$ cat src/rtl/pipe_mux_skid.sv
// rtl/pipe_mux_skid.sv - registered N:1 select mux feeding a 2-entry skid buffer
//
// Ports:
//   CLK       clock, all state changes on the rising edge
//   Reset     synchronous active-high reset
//   D         N*WIDTH flattened inputs, input i = D[i*WIDTH +: WIDTH]
//   S         select, sampled on an accepted beat
//   InValid   upstream beat present
//   InReady   block can accept a beat (decoded from state and Reset only)
//   Flush     discard all buffered beats
//   Y         registered selected data
//   OutValid  Y holds a valid beat
//   OutReady  downstream consumes Y this cycle
//   SelErr    sticky: an accepted beat had S >= N
module pipe_mux_skid #(
    parameter int WIDTH = 32,
    parameter int N     = 4,
    parameter int SEL_W = 2
) (
    input  logic               CLK,
    input  logic               Reset,
    input  logic [N*WIDTH-1:0] D,
    input  logic [SEL_W-1:0]   S,
    input  logic               InValid,
    output logic               InReady,
    input  logic               Flush,
    output logic [WIDTH-1:0]   Y,
    output logic               OutValid,
    input  logic               OutReady,
    output logic               SelErr
);

    typedef enum logic [1:0] {
        EMPTY = 2'd0,
        ONE   = 2'd1,
        TWO   = 2'd2
    } state_t;

    state_t           state;
    state_t           state_nxt;
    logic [WIDTH-1:0] main_q;
    logic [WIDTH-1:0] skid_q;
    logic [WIDTH-1:0] sel;
    logic             sel_oob;
    logic             selerr_q;
    logic             accept;
    logic             load_main_sel;
    logic             load_main_skid;
    logic             load_skid;

    // Explicit compare against every legal index so that non-power-of-2 N
    // and out-of-range selects both resolve to zero without indexing past D.
    always_comb begin
        sel     = '0;
        sel_oob = 1'b1;
        for (int i = 0; i < N; i++) begin
            if (int'(S) == i) begin
                sel     = D[i*WIDTH +: WIDTH];
                sel_oob = 1'b0;
            end
        end
    end

    assign InReady  = !Reset && (state != TWO);
    assign OutValid = (state != EMPTY);
    assign accept   = InValid && InReady;
    assign Y        = main_q;
    assign SelErr   = selerr_q;

    always_comb begin
        state_nxt      = state;
        load_main_sel  = 1'b0;
        load_main_skid = 1'b0;
        load_skid      = 1'b0;
        case (state)
            EMPTY: begin
                if (accept) begin
                    load_main_sel = 1'b1;
                    state_nxt     = ONE;
                end
            end
            ONE: begin
                if (accept && OutReady) begin
                    load_main_sel = 1'b1;
                end else if (accept) begin
                    load_skid = 1'b1;
                    state_nxt = TWO;
                end else if (OutReady) begin
                    state_nxt = EMPTY;
                end
            end
            TWO: begin
                if (OutReady) begin
                    load_main_skid = 1'b1;
                    state_nxt      = ONE;
                end
            end
            default: state_nxt = EMPTY;
        endcase
        // Flush only clears validity; data registers keep their contents.
        if (Flush) begin
            state_nxt      = EMPTY;
            load_main_sel  = 1'b0;
            load_main_skid = 1'b0;
            load_skid      = 1'b0;
        end
    end

    always_ff @(posedge CLK) begin
        if (Reset) begin
            state    <= EMPTY;
            main_q   <= '0;
            skid_q   <= '0;
            selerr_q <= 1'b0;
        end else begin
            state <= state_nxt;
            if (load_main_sel) begin
                main_q <= sel;
            end else if (load_main_skid) begin
                main_q <= skid_q;
            end
            if (load_skid) begin
                skid_q <= sel;
            end
            // Flagged even when the same-cycle Flush drops the beat.
            if (accept && sel_oob) begin
                selerr_q <= 1'b1;
            end
        end
    end

endmodule

$ cat config.mk
export PLATFORM = sky130hd
export DESIGN_NAME = pipe_mux_skid
export DESIGN_NICKNAME = d
export VERILOG_FILES = /design/src/rtl/pipe_mux_skid.sv
export SDC_FILE = /design/constraint.sdc
export NUM_CORES = 1
export LEC_CHECK = 0
export BUFFER_PORTS_ARGS = -buffer_cell sky130_fd_sc_hd__clkbuf_2
export CELL_PAD_IN_SITES_DETAIL_PLACEMENT = 0
export CELL_PAD_IN_SITES_GLOBAL_PLACEMENT = 1
export CORE_MARGIN = 5
export CORE_UTILIZATION = 34
export DETAILED_ROUTE_END_ITERATION = 12
export PLACE_DENSITY_LB_ADDON = 0.25
export SLEW_MARGIN = 20
export SYNTH_ARGS = -nofsm -noshare
export SYNTH_HDL_FRONTEND = slang
export SYNTH_SLANG_ARGS = --single-unit
$ cat constraint.sdc
create_clock -name CLK -period 1.8 [get_ports CLK]
set_clock_uncertainty 0.2 [all_clocks]
set_input_delay 0.36 -clock CLK [delete_from_list [all_inputs] [get_ports CLK]]
set_output_delay 0.36 -clock CLK [all_outputs]
set_load 0.02 [all_outputs]
==> impl_metrics.csv <==
group,metric,value,unit
global_route,grt_pass1_wl,14200,µm
placement,dp.cells,529,
synthesis,ys.warnings.count,0,
cells_and_area,area_growth,37.5,%
synthesis,synth_area_per_cell,13.6,µm²
power,p_total,3.39,mW
floorplanning,fp-row-count,35,
power,powerDensity,751,mW/mm²
setup_path,arrival,1.15,ns
floorplanning,core,0.00933,mm²
setup_path,cp_slowest_cell,"dfxtp_1",
setup_path,cp-start-kind,"flip-flop",
flow_run,cap_violations,0,
timing,worst_slew_pin_slew,0.558,ns
timing,fmax,584,MHz
setup_path,startpoint,"state[0]$_SDFFE_PP0P_",
routing,dr.pass1.iters,4,
cells_and_area,drive_above_1_share,56.1,%
routing,wirelength,8860,µm
global_route,grt_max_degree,33,
setup_path,cp_top_family,"flip-flops",
clock_tree,ctsHoldBuffers,0,
cells_and_area,finalNonFillerCells,546,
floorplanning,ios,170,
timing,post-route-period-util,95.2,%
timing,layout_setup_ws,0.0869,ns
clock_tree,ctsLongestPathBuffers,2,
global_route,overflow,0,
synthesis,synthTopCellsByCount,"67 x dfxtp_1, 33 x mux2i_1, 32 x a22o_1, 32 x o2bb2ai_1, 30 x mux4_2",
cells_and_area,diodes,0,
synthesis,synth_edf_count,0,
synthesis,synth.top_cells.by_area,"dfxtp_1 41%, mux4_2 21%, mux2i_1 10%",
placement,hpwlAfterDp,6630,µm
clock_tree,cts_root_buf,"clkbuf_8",
setup_path,slowest_delay,0.38,ns
worst_hold_path,hold_class,"primary input to flip-flop",
timing,holdWs,0.104,ns
setup_path,crit_fanout,8,
synthesis,synth_area,0.00328,mm²
timing,max-slew-margin-rel,62.7,%
setup_path,timing_worst_setup_path_type,"flip-flop to primary output",
synthesis,syn_nets,377,
timing,rsz0062_at_grt,"no",
placement,place_ws,-0.241,ns
synthesis,seq_area_frac_synth,40.9,%
synthesis,yosysTopAreaCellShare,40.9,%
synthesis,syn_inst,242,
synthesis,synth_cell_types,26,
timing,drv_slew,0,
setup_path,critPathBufInv,1,
floorplanning,die_h,108,µm
clock_tree,cts_setup_buffers,0,
worst_hold_path,worstHoldStart,"Flush",
cells_and_area,final_nets,547,
timing,period_needed,1.71,ns
timing,hold_viol,0,
placement,io_buffers,169,
power,peakVddDrop,0.000415,V
setup_path,path_cells,"or2_2 -> clkbuf_2",
timing,setup_violations,0,
setup_path,worstSetupEndpointType,"primary output",
synthesis,synthArstFlopShare,0,%
clock_tree,cts_tree,"yes",
routing,drc_errors,0,
clock_tree,cts.sinks,67,
floorplanning,die_w,108,µm
clock_tree,h-tree-depth,3,
synthesis,synth_top_cell_by_area,"dfxtp_1",
routing,wl_per_cell,16.2,µm
routing,ant_nets,0,
clock_tree,cts.reportedPaths.clkPinSlew,0.07,ns
power,p_leak,1.90,nW
placement,gp_congestion,0.696,
routing,viasPerCell,5.09,
global_route,grtUsageTotal,15.3,%
status,status,"finished, final reports clean",
clock_tree,insertion_delay,0.33,ns
synthesis,synth_flop_cell,"dfxtp_1",
cells_and_area,final_util,48.3,%
global_route,grt_pass1_vias,2968,
floorplanning,start_util,35.2,%
global_route,antenna_found_initial,0,
setup_path,r2r_start,"state[0]$_SDFFE_PP0P_",
synthesis,yosys_register_bits,67,
floorplanning,dieArea,0.0117,mm²
synthesis,synth_most_common_cell,"dfxtp_1",
routing,drt_iter0_markers,79,
routing,via_count,2780,
setup_path,required,1.24,ns
clock_tree,numCtsBuffers,9,
## cell type report
class | instances | area, µm²
clock buffer | 12 | 145
timing repair buffer | 183 | 1030
clock inverter | 4 | 50.0
multi-input combinational | 151 | 1780
tap | 129 | 161
sequential | 67 | 1340
fill | 912 | 4820
## worst reg2reg max path: stages (launching register included)
cell and delay, ns:
dfxtp_1 0.45, nor2b_4 0.29, and3_1 0.26, buf_4 0.23, a22o_1 0.15
## final timing paths
| path | cells past startpoint | slack [ns] | endpoint |
|---|---|---|---|
| worst max-delay path | 2 | 0.09 | OutValid |
| worst max register to register | 4 | 0.16 | skid_q[5]$_SDFFE_PP0P_ |
| worst min-delay path | 3 | 0.10 | state[1]$_SDFFE_PP0P_ |
| worst min register to register | 1 | 0.27 | SelErr$_SDFFE_PP0P_ |
## layer usage
layer  wire length [µm]  global-route usage [%]  part of all wire (%)  up-vias
met1               3810                    19.1                    43     1329
met4                 80                    5.68                  0.90        0
met2               4270                    25.8                    48      117
li1                   -                       -                     -     1328
met5                  0                       0                     0        -
met3                703                    3.52                   7.9        6
## where the power goes
group	internal, mW	leakage, nW	switching (mW)
clock network	0.677	0.0926	0.552
registers	1.53	0.544	0.0267
logic	0.321	1.26	0.277
## through the flow
stage / TNS, ns / area, µm²
6_report: 0 / 4510
3_5_place_dp: -7.44 / 4290
3_3_place_gp: -7.02 / 4290
2_1_floorplan: 0 / 3280
4_1_cts: 0 / 4500
5_1_grt: 0 / 4510
## state kept, by name (all words and copies together) (netlist names)
| register | cells |
|---|---|
| skid_q | 32 |
| SelErr | 1 |
| Y | 32 |
| state | 2 |
## cells by family (layout without fill, tap and decap cells)
group | after synthesis | count (layout) | share of synthesized area [%]
compound gates | 69 | 70 | 18.0
mux | 65 | 65 | 32.3
simple gates | 16 | 16 | 3.05
buf+inv | 25 | 199 | 5.80
flops | 67 | 67 | 40.9
## what timing repair did
action	CTS	global route
setup endpoints to repair	32	2
pin swaps	1	0
resized for setup	2	2
gates cloned	1	0
## cell usage in the layout, fill, tap and decap left out
cell and n:
clkbuf_2 169, dfxtp_1 66, mux2i_1 33, a22o_1 32, o2bb2ai_1 32, mux4_2 30, clkbuf_8 10, buf_4 8
buf_12 6, nor2b_1 3, nor2_1 3, a21oi_4 2, and3_1 2, a21oi_1 2, mux4_1 2, clkinvlp_4 2
clkbuf_1 2, or2_2 1, nor2b_4 1, nor3b_1 1, nand2_1 1, or3b_2 1, o21a_1 1, nand2b_1 1
a21o_1 1, and4bb_2 1, nor4_1 1, bufinv_16 1, clkinv_2 1, dfxtp_2 1
Power figures use the tool's default switching activity.
